<file path="config.mk">
export PLATFORM = sky130hd
export DESIGN_NAME = commit_fifo
export DESIGN_NICKNAME = d
export VERILOG_FILES = /design/src/rtl/commit_checker_pkg.sv /design/src/rtl/commit_fifo.sv
export SDC_FILE = /design/constraint.sdc
export NUM_CORES = 1
export LEC_CHECK = 0
export CORE_ASPECT_RATIO = 1.25
export CORE_MARGIN = 2
export CORE_UTILIZATION = 50
export CTS_CLUSTER_SIZE = 10
export DETAILED_ROUTE_END_ITERATION = 7
export HOLD_SLACK_MARGIN = 0.03
export PLACE_DENSITY = 0.72
export REMOVE_ABC_BUFFERS = 1
export SLEW_MARGIN = 15
export SYNTH_ARGS = -nofsm -noshare
export SYNTH_HDL_FRONTEND = slang
export SYNTH_SLANG_ARGS = --single-unit
</file>
<file path="constraint.sdc">
create_clock -name clk -period 8.26 [get_ports clk]
set_input_delay 2.478 -clock clk [delete_from_list [all_inputs] [get_ports clk]]
set_output_delay 2.478 -clock clk [all_outputs]
set_load 0.1 [all_outputs]
</file>
<file path="src/rtl/commit_checker_pkg.sv">
// Shared types for the retirement checker: state encoding, field widths,
// the packed commit record and the record compare rule.
package commit_checker_pkg;

  localparam int unsigned PC_W   = 16;
  localparam int unsigned REG_W  = 3;
  localparam int unsigned DATA_W = 16;
  localparam int unsigned CNT_W  = 16;

  typedef enum logic [1:0] {
    RUN   = 2'd0,
    DONE  = 2'd1,
    ERROR = 2'd2
  } chkState_t;

  // 70-bit commit record; 'reg' is a keyword so the write register is wreg
  typedef struct packed {
    logic [PC_W-1:0]   pc;
    logic              rw;
    logic [REG_W-1:0]  wreg;
    logic [DATA_W-1:0] wdata;
    logic              mw;
    logic [PC_W-1:0]   addr;
    logic [DATA_W-1:0] mdata;
    logic              halt;
  } commitRec_t;

  // Flags always compared; payload fields only when the expected flag selects them
  function automatic logic recMatch(input commitRec_t e, input commitRec_t c);
    logic ok;
    ok = (e.pc == c.pc) && (e.rw == c.rw) && (e.mw == c.mw) && (e.halt == c.halt);
    if (e.rw) ok = ok && (e.wreg == c.wreg) && (e.wdata == c.wdata);
    if (e.mw) ok = ok && (e.addr == c.addr) && (e.mdata == c.mdata);
    return ok;
  endfunction

endpackage

</file>
<file path="src/rtl/commit_fifo.sv">
// Synchronous FIFO of expected commit records; pointers carry one extra
// wrap bit so full and empty are distinguishable without a counter.
module commit_fifo
  import commit_checker_pkg::*;
#(
  parameter int unsigned DEPTH = 8
) (
  input  logic       clk,
  input  logic       rst,
  input  logic       push,
  input  commitRec_t pushData,
  input  logic       pop,
  output commitRec_t headC,
  output logic       fullC,
  output logic       emptyC
);

  localparam int unsigned AW = $clog2(DEPTH);

  logic [AW:0] wrPtr;
  logic [AW:0] rdPtr;
  commitRec_t  mem [DEPTH];

  assign fullC  = (wrPtr[AW] != rdPtr[AW]) && (wrPtr[AW-1:0] == rdPtr[AW-1:0]);
  assign emptyC = (wrPtr == rdPtr);
  assign headC  = mem[rdPtr[AW-1:0]];

  always_ff @(posedge clk or posedge rst) begin
    if (rst) begin
      wrPtr <= '0;
      rdPtr <= '0;
    end else begin
      if (push && !fullC) wrPtr <= wrPtr + (AW+1)'(1);
      if (pop && !emptyC) rdPtr <= rdPtr + (AW+1)'(1);
    end
  end

  // Storage is deliberately not reset; only the pointers define validity
  always_ff @(posedge clk) begin
    if (push && !fullC) mem[wrPtr[AW-1:0]] <= pushData;
  end

endmodule

</file>
==> results.yml <==
run_status:
  status: "finished, final reports clean"
layout:
  final_cells: 1645
  nNetsFinal: 1137
  area_delta_synth_final_pct: 17.7
  multi_input_area_um2: 4650
  nFillCells: 3017
  design_area_um2: 25800
  drive_above_1_share_pct: 29.1
  seq_area_um2: 17000
timing:
  fin_skew_ns: 0.0188
  drv_slew: 0
  fin_crit_ns: 6.48
  max_freq_mhz: 154
  post-route-period-util_pct: 78.4
  finalSetupViolCount: 0
  hold_viol: 0
  worst_pin_slew_ns: 1.12
  max-slew-margin-rel_pct: 25.1
  rsz0062_at_grt: "false"
global_route:
  met3_usage_pct: 3.62
  grt_use_met2_pct: 31.6
  grt.total_usage_pct: 18.8
  met1_usage_pct: 24.6
  antenna_found_initial: 3
  grt_pass1_wl_mm: 62.5
  grt_max_degree: 85
  grt_busiest_layer: "met2"
  gr-total-overflow: 0
  grt_pass1_vias: 10300
floorplan:
  initial_core_util_pct: 50.8
  die_area_um2: 45600
  core_area_um2: 43200
  die_x_um: 191
  rows: 85
  die_h_um: 238
  io_pins: 146
clock_tree:
  tritoncts: "yes"
  ctsHtreeMaxLevel: 3
  cts_made_buffers: 66
  post-cts-setup-buffer-count: 0
  clockBufferDepth: 3
  cts.repair.resized: 0
  cts-root-buf: "clkbuf_16"
  hold_buffers: 0
  cts_sinks: 568
  clk_latency_ns: 0.57
  clk_pin_slew_worst_paths_ns: 0.06
yosys:
  yosys_warnings: 0
  synth_cell_types: 31
  syn-instance-count: 869
  synth_seq_cells: 568
  yosysTopAreaCell: "edfxtp_1"
  syn_avg_cell_area_um2: 25.3
  syn_area_um2: 22000
  synth_top_area_share_pct: 76.6
  synth_seq_area_share_pct: 77.5
  synthTopCellsByArea: "edfxtp_1 77%, mux4_2 14%, mux2_4 4.6%"
detailed_routing:
  first_pass_iters: 4
  vias: 9493
  wl_per_cell_um: 25.2
  post-route-drc-count: 0
  drtAntennaViolNets: 0
  routed_via_density: 5.77
  drt-total-wl_mm: 41.4
  drt-initial-drc-count: 653
min_path:
  hp-class: "flop to flop"
  min_to: "wrPtr[3]"
  min-delay-start: "wrPtr[3]"
  hold_path_depth: 2
critical_path:
  worst_r2r_path_depth: 5
  reg2reg_to: "mem[6][6]"
  r2r_setup_slack_ns: 4.72
  r2r-start: "rdPtr[2]"
  cp.required_ns: 5.78
  crit_type: "flop to primary output"
  critical_path_arrival_ns: 4.00
  start_kind: "flop"
  cp-end-kind: "primary output"
  critPathMaxFanout: 84
placed_design:
  gp_congestion: 0.752
  dp.cells: 1558
  postPlaceCellArea_um2: 24000
  numPortBuffers: 145
  place_hpwl_mm: 21.3
flow_run:
  cap_violations: 0
==> per-layer routing <==
metal | share of wire, % | routed length, um | vias to the layer above
met4 | 2.0 | 818 | 2
li1 | - | - | 4096
met3 | 4.7 | 1940 | 60
met2 | 52 | 21600 | 240
met1 | 41 | 17100 | 5095
met5 | 0.039 | 16 | -
==> cell usage after synthesis, drive strengths merged <==
master and instances:
nand2 4, or3 1, and4 2, clkbuf 8, o41ai 5, dfrtp 8
xnor2 5, mux4 140, nand2b 2, o311ai 4, nand4 2, edfxtp 560
nor4 2, inv 3, and2 2, ha 2, mux2 72, xor2 4
buf 34, nor3 3, nor2 5, nor2b 1
==> sequential cells by signal, indices dropped and copies added (netlist names) <==
signal / count
wrPtr: 4
rdPtr: 4
mem: 560
==> kinds of logic after synthesis <==
| logic type | count (synthesis) | synth area share (%) |
|---|---|---|
| DFF | 568 | 77.5 |
| muxes | 212 | 19.3 |
| buffers and inverters | 45 | 1.54 |
| and+or+nand+nor | 24 | 0.616 |
| AOI/OAI and AO/OA | 9 | 0.428 |
| xor gates and xnor gates | 9 | 0.462 |
| adders and majority gates | 2 | 0.114 |
==> cells in the final DEF, fill, tap and decap left out, types with 3 or more instances in the layout <==
master,n
buf_12,3
buf_4,18
clkbuf_1,12
clkbuf_16,67
clkdlybuf4s50_1,145
dfrtp_1,5
dfrtp_4,3
edfxtp_1,560
inv_1,3
inv_6,4
mux2_2,3
mux2_4,67
mux4_1,7
mux4_2,133
nand2_1,4
nor2_4,4
nor3_2,3
o41ai_1,3
xnor2_1,5
xor2_2,3
==> worst max-delay path, stage by stage (launching register included) <==
cell and delay [ns]:
dfrtp_4 1.01, buf_12 0.41, mux4_2 0.42, mux2_4 0.28
clkdlybuf4s50_1 1.00
==> through the flow <==
step / utilization (%) / TNS [ns] / hold slack [ns] / setup WS [ns]
floorplan: - / -1440.97 / 0.545 / -5.12
global placement: 55.7 / 0 / 0.576 / 2.39
global route: 59.8 / 0 / 0.647 / 1.64
finish: 59.8 / 0 / 0.618 / 1.78
CTS: 59.8 / 0 / 0.617 / 1.75
detailed placement: 55.7 / 0 / 0.605 / 2.36
==> layout make-up <==
type / instances / share of cell area, %
diodes: 2 / 0.0194
clock buffers: 79 / 6.66
clock inverters: 6 / 0.262
inverters: 3 / 0.0436
multi-input cells: 256 / 18.0
flip-flops and latches: 568 / 65.9
well taps: 565 / 2.74
repair buffers: 166 / 6.37
==> how the worst max path moves through the flow <==
stage,startpoint,endpoint,slack (ns),cells past startpoint
floorplan,rdPtr[0],mem[4][0],-5.12,3
global placement,rdPtr[2],fullC,2.39,3
detailed placement,rdPtr[2],fullC,2.36,3
CTS,rdPtr[2],fullC,1.75,3
global route,rdPtr[2],fullC,1.64,3
finish,rdPtr[1],headC[30],1.78,4
Power is not shown: default switching activity piles up to over one toggle a cycle in this logic, so the estimate is an artifact.
